### config.mk
export PLATFORM = sky130hd
export DESIGN_NAME = div_unit_flat
export DESIGN_NICKNAME = d
export VERILOG_FILES = /design/src/rtl/muldiv_pkg.sv /design/src/rtl/div_unit_if.sv /design/src/rtl/div_step.sv /design/src/rtl/div_unit.sv /design/src/flat_wrapper.sv
export SDC_FILE = /design/constraint.sdc
export NUM_CORES = 1
export LEC_CHECK = 0
export CORE_ASPECT_RATIO = 0.75
export CORE_MARGIN = 4
export CORE_UTILIZATION = 45
export DETAILED_ROUTE_END_ITERATION = 10
export PLACE_DENSITY_LB_ADDON = 0.25
export SLEW_MARGIN = 20
export SYNTH_ARGS = -nofsm -noshare
export SYNTH_HDL_FRONTEND = slang
export SYNTH_SLANG_ARGS = --single-unit
### constraint.sdc
create_clock -name clk -period 3.8 [get_ports clk]
set_clock_uncertainty 0.05 [all_clocks]
set_input_delay 0.95 -clock clk [delete_from_list [all_inputs] [get_ports clk]]
set_output_delay 0.95 -clock clk [all_outputs]
set_load 0.1 [all_outputs]
### src/rtl/muldiv_pkg.sv
// Types and constants shared by the divider, the multiplier and the HI/LO result mux.
package muldiv_pkg;

  localparam int DIV_WIDTH = 32;
  localparam int DIV_LAT   = DIV_WIDTH + 2;

  typedef enum logic [1:0] {
    DIV_IDLE,
    DIV_RUN,
    DIV_FIX,
    DIV_DONE
  } div_state_t;

endpackage

### src/rtl/div_unit_if.sv
// Execute-stage to divider handshake: operands and control in, busy/done flags and HI/LO out.
interface div_unit_if
  import muldiv_pkg::*;
#(
  parameter int WIDTH = DIV_WIDTH
) ();

  logic             start;
  logic             sign;
  logic             cancel;
  logic [WIDTH-1:0] a;
  logic [WIDTH-1:0] b;
  logic             busy;
  logic             done;
  logic             dbz;
  logic [WIDTH-1:0] hi;
  logic [WIDTH-1:0] lo;

  modport master (
    output start, sign, cancel, a, b,
    input  busy, done, dbz, hi, lo
  );

  modport slave (
    input  start, sign, cancel, a, b,
    output busy, done, dbz, hi, lo
  );

endinterface

### src/rtl/div_step.sv
// One restoring-division iteration: shift {rem,quo} left one bit, subtract the divisor if it fits.
module div_step #(
  parameter int WIDTH = 32
) (
  input  logic [WIDTH-1:0] rem_i,
  input  logic [WIDTH-1:0] quo_i,
  input  logic [WIDTH-1:0] divisor_i,
  output logic [WIDTH-1:0] rem_o,
  output logic [WIDTH-1:0] quo_o
);

  logic [WIDTH:0]   shifted;
  logic [WIDTH-1:0] diff;
  logic             fits;

  // The true difference is always below the divisor, so a WIDTH-bit wrapped subtract is exact.
  always_comb begin
    shifted = {rem_i, quo_i[WIDTH-1]};
    fits    = shifted >= {1'b0, divisor_i};
    diff    = shifted[WIDTH-1:0] - divisor_i;
    rem_o   = fits ? diff : shifted[WIDTH-1:0];
    quo_o   = {quo_i[WIDTH-2:0], fits};
  end

endmodule

### src/rtl/div_unit.sv
// Iterative radix-2 restoring divider for DIV/DIVU; quotient lands in LO, remainder in HI.
module div_unit
  import muldiv_pkg::*;
#(
  parameter int WIDTH = DIV_WIDTH
) (
  input  logic       clk,
  input  logic       rst_n,
  div_unit_if.slave  bus
);

  localparam int CW = $clog2(WIDTH);

  div_state_t       state_q, state_d;
  logic [CW-1:0]    count_q, count_d;
  logic [WIDTH-1:0] rem_q, rem_d;
  logic [WIDTH-1:0] quo_q, quo_d;
  logic [WIDTH-1:0] dvs_q, dvs_d;
  logic [WIDTH-1:0] hi_q, hi_d;
  logic [WIDTH-1:0] lo_q, lo_d;
  logic             neg_quo_q, neg_quo_d;
  logic             neg_rem_q, neg_rem_d;
  logic             dbz_pend_q, dbz_pend_d;
  logic             dbz_q, dbz_d;

  logic [WIDTH-1:0] step_rem;
  logic [WIDTH-1:0] step_quo;
  logic [WIDTH-1:0] abs_a;
  logic [WIDTH-1:0] abs_b;
  logic             launch;

  div_step #(.WIDTH(WIDTH)) u_step (
    .rem_i     (rem_q),
    .quo_i     (quo_q),
    .divisor_i (dvs_q),
    .rem_o     (step_rem),
    .quo_o     (step_quo)
  );

  // Negating the most negative value wraps to itself, which is the correct unsigned magnitude.
  assign abs_a  = (bus.sign && bus.a[WIDTH-1]) ? -bus.a : bus.a;
  assign abs_b  = (bus.sign && bus.b[WIDTH-1]) ? -bus.b : bus.b;
  assign launch = bus.start && !bus.cancel;

  always_comb begin
    state_d    = state_q;
    count_d    = count_q;
    rem_d      = rem_q;
    quo_d      = quo_q;
    dvs_d      = dvs_q;
    hi_d       = hi_q;
    lo_d       = lo_q;
    neg_quo_d  = neg_quo_q;
    neg_rem_d  = neg_rem_q;
    dbz_pend_d = dbz_pend_q;
    dbz_d      = dbz_q;

    case (state_q)
      DIV_IDLE, DIV_DONE: begin
        state_d = DIV_IDLE;
        if (launch) begin
          neg_quo_d = bus.sign & (bus.a[WIDTH-1] ^ bus.b[WIDTH-1]);
          neg_rem_d = bus.sign & bus.a[WIDTH-1];
          count_d   = CW'(WIDTH - 1);
          rem_d     = '0;
          dvs_d     = abs_b;
          // A zero divisor skips the iterations; quo holds the raw dividend for HI.
          if (bus.b == '0) begin
            quo_d      = bus.a;
            dbz_pend_d = 1'b1;
            state_d    = DIV_FIX;
          end else begin
            quo_d      = abs_a;
            dbz_pend_d = 1'b0;
            state_d    = DIV_RUN;
          end
        end
      end

      DIV_RUN: begin
        if (bus.cancel) begin
          state_d = DIV_IDLE;
        end else begin
          rem_d = step_rem;
          quo_d = step_quo;
          if (count_q == '0) begin
            state_d = DIV_FIX;
          end else begin
            count_d = count_q - CW'(1);
          end
        end
      end

      DIV_FIX: begin
        if (bus.cancel) begin
          state_d = DIV_IDLE;
        end else begin
          state_d = DIV_DONE;
          if (dbz_pend_q) begin
            lo_d  = '1;
            hi_d  = quo_q;
            dbz_d = 1'b1;
          end else begin
            lo_d  = neg_quo_q ? -quo_q : quo_q;
            hi_d  = neg_rem_q ? -rem_q : rem_q;
            dbz_d = 1'b0;
          end
        end
      end

      default: state_d = DIV_IDLE;
    endcase
  end

  always_ff @(posedge clk or negedge rst_n) begin
    if (!rst_n) begin
      state_q    <= DIV_IDLE;
      count_q    <= '0;
      rem_q      <= '0;
      quo_q      <= '0;
      dvs_q      <= '0;
      hi_q       <= '0;
      lo_q       <= '0;
      neg_quo_q  <= 1'b0;
      neg_rem_q  <= 1'b0;
      dbz_pend_q <= 1'b0;
      dbz_q      <= 1'b0;
    end else begin
      state_q    <= state_d;
      count_q    <= count_d;
      rem_q      <= rem_d;
      quo_q      <= quo_d;
      dvs_q      <= dvs_d;
      hi_q       <= hi_d;
      lo_q       <= lo_d;
      neg_quo_q  <= neg_quo_d;
      neg_rem_q  <= neg_rem_d;
      dbz_pend_q <= dbz_pend_d;
      dbz_q      <= dbz_d;
    end
  end

  assign bus.busy = (state_q == DIV_RUN) || (state_q == DIV_FIX);
  assign bus.done = (state_q == DIV_DONE);
  assign bus.dbz  = dbz_q;
  assign bus.hi   = hi_q;
  assign bus.lo   = lo_q;

endmodule

### src/flat_wrapper.sv
// flat-port wrapper written by rule: the top's interface ports become plain ports
module div_unit_flat import muldiv_pkg::*;
#(
  parameter int WIDTH = DIV_WIDTH
)
  (clk, rst_n, bus_start, bus_sign, bus_cancel, bus_a, bus_b, bus_busy, bus_done, bus_dbz, bus_hi, bus_lo);
  div_unit_if #(.WIDTH(WIDTH)) bus_i ();
  input  logic clk;
  input  logic rst_n;
  input wire logic [$bits(bus_i.start)-1:0] bus_start;
  input wire logic [$bits(bus_i.sign)-1:0] bus_sign;
  input wire logic [$bits(bus_i.cancel)-1:0] bus_cancel;
  input wire logic [$bits(bus_i.a)-1:0] bus_a;
  input wire logic [$bits(bus_i.b)-1:0] bus_b;
  output wire logic [$bits(bus_i.busy)-1:0] bus_busy;
  output wire logic [$bits(bus_i.done)-1:0] bus_done;
  output wire logic [$bits(bus_i.dbz)-1:0] bus_dbz;
  output wire logic [$bits(bus_i.hi)-1:0] bus_hi;
  output wire logic [$bits(bus_i.lo)-1:0] bus_lo;
  assign bus_i.start = bus_start;
  assign bus_i.sign = bus_sign;
  assign bus_i.cancel = bus_cancel;
  assign bus_i.a = bus_a;
  assign bus_i.b = bus_b;
  assign bus_busy = bus_i.busy;
  assign bus_done = bus_i.done;
  assign bus_dbz = bus_i.dbz;
  assign bus_hi = bus_i.hi;
  assign bus_lo = bus_i.lo;
  div_unit #(.WIDTH(WIDTH)) u_core (.clk(clk), .rst_n(rst_n), .bus(bus_i));
endmodule
### Yosys cells after proc, flatten, opt, wreduce, memory -nomap -nowiden

Cells that the tools add are included.

* output and inout bits: 67
* bits of input ports: 69
* register bits after elaboration: 171
* word-level logic and storage cells: 69

* add/subtract/negate cells: 6
* multiplexer cells: 26
* eq/ne operators: 7
* reductions and logical operators: 14
* $lt $le $gt $ge: 1
* bitwise logic cells: 4

Operator list (count)
* $mux W32: 12
* $neg A32 Y32: 4
* $pmux W32 S2: 2
* $ge A33 B32 Y1: 1
* $logic_not A32 Y1: 1
* $sub A32 B32 Y32: 1
* $mux W5: 3
* $mux W2: 5
* $pmux W5 S2: 1
* $pmux W2 S3: 1
* $logic_not A5 Y1: 1
* $sub A5 B1 Y5 const B: 1
* $eq A2 B2 Y1 const B: 2
* $ne A2 B2 Y1 const B: 2
* $reduce_and A2 Y1: 2
* $reduce_and A4 Y1: 1
* $logic_and A1 B1 Y1: 3
* $ne A3 B2 Y1 const B: 1
* $reduce_and A3 Y1: 1
* $and A1 B1 Y1: 2
* $eq A2 B1 Y1 const B: 1
* $logic_not A2 Y1: 1
* $mux W1: 2
* $ne A2 B1 Y1 const B: 1
* 6 further kinds: 6

### Logic depth before layout (Yosys ltp)

* depth after elaboration: 5
* mapped depth: 13
* depth with buffers taken out: 12

### Hierarchy

A second synthesis with hierarchy kept.

* cells, all modules: 1459
* area total of the unflattened synthesis: 12102.9 um^2

By module, submodules not included
* div_unit: cells an instance 1101, area each 9520.4 um^2, times used 1
* div_step: cells an instance 358, area each 2582.5 um^2, times used 1

### Worst setup path before layout

OpenSTA, ideal clock, no wires.

* kind: input to register
* start point: input port bus_b[13]
* end point: register u_core.quo_q[8]
* slack: 532 ps
* cell stages on the path: 8
* data arrival time: 3114 ps
* buffers on the path: 1
* cell sequence: or4_4 -> or4_4 -> nor4_4 -> a31oi_2 -> buf_2 -> o31ai_1 -> xor2_1 -> a221oi_1

* word-level cells in the longest chain between the ends: 4

RTL lines
* start, declared: RTL line flat_wrapper.sv:14 `input wire logic [$bits(bus_i.b)-1:0] bus_b;`
* $logic_not A32 Y1: RTL line div_unit.sv:68 `if (bus.b == '0) begin`
* $mux W32: RTL line div_unit.sv:68
* $mux W32: RTL line div_unit.sv:61 `if (launch) begin`
* $pmux W32 S2: RTL line div_unit.sv:58 `case (state_q)`
* end signal, assigned: RTL line div_unit.sv:132 `quo_q <= quo_d;`
* end, declared: RTL line div_unit.sv:17 `logic [WIDTH-1:0] quo_q, quo_d;`

Every way passes these cells. The select of a mux whose other input is x is not followed.
A chain may end at the register's enable or synchronous reset.

### Worst setup path after layout

* start point: register u_core.quo_q[31]
* end point: register u_core.rem_q[30]

* word-level cells in the longest chain between the ends: 4

RTL lines
* $sub A32 B32 Y32 or $ge A33 B32 Y1 (tied branches): RTL line div_step.sv:20, div_step.sv:19
* $mux W32 *: RTL line div_step.sv:21 `rem_o = fits ? diff : shifted[WIDTH-1:0];`
* $mux W32 *: RTL line div_unit.sv:81 `if (bus.cancel) begin`
* $pmux W32 S2 *: RTL line div_unit.sv:58
* end signal, assigned: RTL line div_unit.sv:131 `rem_q <= rem_d;`
* end, declared: RTL line div_unit.sv:16 `logic [WIDTH-1:0] rem_q, rem_d;`

Mark *: on every way between the ends. The rest lies on a longest branch, timed or not. The select of a mux whose other input is x is not followed.

==> run metrics <==
number of remaining DRC errors=0; share of the synthesized area in the top cell type=36.88%; pin count of the biggest net entering global routing=81; Pwr Density=1024 nW/um^2; EDFF count, synth=0; Synth async-reset ratio=100.0%; dpl cells=1844; drt total wl=34960 um; chip height=147.1 um; antenna cell count=0; Placement Cell Area=13470 um^2; Primary FF master, synth=dfrtp_1; core area=25150 um^2; htree depth=4; Area Growth Syn to Fin=21.48%; cell taking the most area after synthesis=dfrtp_1; Worst-path clk slew=0.07 ns; Leakage=5.969 nW; DRT antenna net count=0; fmax=283.8 MHz; post_cts resized=0; CP Max Fanout=4; via/cell ratio=5.832; crit share post-route=92.72%; worst skew pair latency=0.44 ns; startpoint types=register; Die X=193.4 um; status=complete, no violations; worst slew pin tran=0.9882 ns; Max-slew headroom=33.92%; Vias=10940; grt ovf=0; vias in the first global route=10230; first-pass GRT wire length=55430 um; CTS tree=built; CTS buffer count=17; Final #Nets=1636; DR WL/cell=18.64 um; Pre-Repair DR Iteration Count=6; #FFs+latches synth=171; Final Hold Viols=0; Die Area=28440 um^2; worst path arrival time=3.83 ns; Ys Warns=0; initial antenna violation count=0; synth unique cells=63; share of cells above drive strength 1=6.892%; Final GP Congestion=0.9740; mapped cell area=11600 um^2; fin cells=1876; CTS Buffer Depth=2; Synth Net Count=1513; GRT Util Overall=23.95%; Req. time, crit path=4.10 ns; Avg Inst Size Synth=8.276 um^2; MaxCap Viol Count=0; RSZ-0062 raised after global routing=no; drt initial violations=1208; CTS root buffer=clkbuf_16; final instance area=14090 um^2; Sink Count=171; Setup CP Type=register to register; # port buffers=135; Worst setup EP type=register; Setup-failing EPs final=0; setup bufs post-CTS=0; Syn Inst Count=1402; FP Rows=50; most common cell in the synthesized netlist=nand2_1; I/O pins=136; Starting Density=46.13%; Seq/Total Area, Yosys=36.88%; hold crit path type=register to register; Commonest cells post-synth=nand2_1, dfrtp_1, o21ai_0, a21oi_1, nor2_1; Worst VDD drop=800.1 uV; HPWL Detailed=26280 um; fin crit period=3.523 ns; fin. max-slew vios=0; Overall Power=14.44 mW; hold_buf cts=0; ranking of synthesized cells by area=dfrtp_1, nand2_1, o21ai_0
-- cells in the final DEF (no fill, tap or decap), types with 5 or more instances in the layout --
master and n:
o21a_1 5, nor2_1 103, xnor2_1 73, nand4_1 7, o21ai_0 151, nand3_1 19, xor2_1 74, o31ai_1 33
o21bai_1 7, ha_1 41, nor3_1 13, nor2b_1 9, and3_1 5, o21ai_1 16, clkbuf_16 17, mux2i_1 41
buf_4 53, nand2_1 207, o221ai_1 6, o22ai_1 18, inv_1 62, or3_1 17, or4_1 15, a21o_1 15
dfrtp_1 170, a211oi_1 5, or2_2 7, a21oi_1 104, o41ai_1 18, nand2b_1 6, nor4_1 12, clkdlybuf4s50_1 132
-- layer usage --
metal,vias up,wire (um),global-route usage (%)
met2,414,14800,34.87
met1,5286,17010,36.82
met4,0,423,5.060
met3,53,2732,4.860
met5,-,0,0
li1,5188,-,-
-- per-stage QoR --
stage          setup slack [ns]  TNS (ns)  utilization, %  hold WS, ns
6_report                 0.2765         0           56.04       0.4219
4_1_cts                  0.3427         0           56.04       0.4263
2_1_floorplan            0.5324         0               -       0.3998
3_3_place_gp            0.02689         0           53.55       0.4073
3_5_place_dp           -0.01307  -0.02112           53.55       0.4115
5_1_grt                  0.1266         0           56.04       0.4524
-- sequential cells by signal, summed over array words and instances (netlist names) --
| name | count |
|---|---|
| u_core.bus.hi | 32 |
| u_core.bus.lo | 32 |
| u_core.dvs_q | 32 |
| u_core.quo_q | 32 |
| u_core.rem_q | 32 |
| u_core.count_q | 5 |
| u_core.state_q | 2 |
| u_core.bus.dbz | 1 |
| u_core.dbz_pend_q | 1 |
| u_core.neg_quo_q | 1 |
| u_core.neg_rem_q | 1 |
-- worst max-delay path, stage by stage, from the launching register on --
cell and delay (ns):
dfrtp_1 0.42, inv_1 0.13, ha_1 0.18, inv_1 0.05, fa_1 0.41, a21oi_1 0.22
o211ai_1 0.22, a311oi_1 0.53, nor3_1 0.21, o311ai_0 0.54, nand3_1 0.17, xnor2_1 0.15
o21ai_0 0.15
-- worst paths after layout --
kind                                                from                            end  slack (ns)  cells past startpoint
min in group asynchronous                          rst_n    u_core.dvs_q[6]$_DFFE_PN0P_        0.45                      1
hold reg to reg            u_core.bus.hi[25]$_DFFE_PN0P_  u_core.bus.hi[25]$_DFFE_PN0P_        0.42                      2
setup reg to reg            u_core.quo_q[31]$_DFFE_PN0P_   u_core.rem_q[30]$_DFFE_PN0P_        0.28                     12
setup / recovery            u_core.quo_q[31]$_DFFE_PN0P_   u_core.rem_q[30]$_DFFE_PN0P_        0.28                     12
max in group asynchronous                          rst_n   u_core.dvs_q[28]$_DFFE_PN0P_        2.38                      2
hold / removal             u_core.bus.hi[25]$_DFFE_PN0P_  u_core.bus.hi[25]$_DFFE_PN0P_        0.42                      2
-- area by class of cell --
class,instances,area [um^2]
tap,338,422.9
fill,2349,11050
clock inverter,10,163.9
clock buffer,22,464.2
multi-input combinational,1085,6760
sequential,171,4280
timing repair buffer,188,1770
inverter,62,232.7
-- cells by family (layout without fill, tap and decap cells) --
kind of cell / Yosys count / in the layout / share of synthesized area (%)
AO/OA/AOI/OAI: 416 / 416 / 21.71
AND/OR/NAND/NOR: 438 / 438 / 17.19
multiplexers: 42 / 42 / 3.634
XOR/XNOR: 147 / 147 / 11.10
flip-flops: 171 / 171 / 36.88
adder cells (fa/ha/maj): 42 / 42 / 4.594
buffers and inverters: 146 / 282 / 4.896
-- where the power goes --
part / switching [mW] / internal (mW)
Sequential: 1.11 / 2.59
Clock: 0.762 / 1.14
Combinational: 5.92 / 2.91
Power figures use the tool's default switching activity.
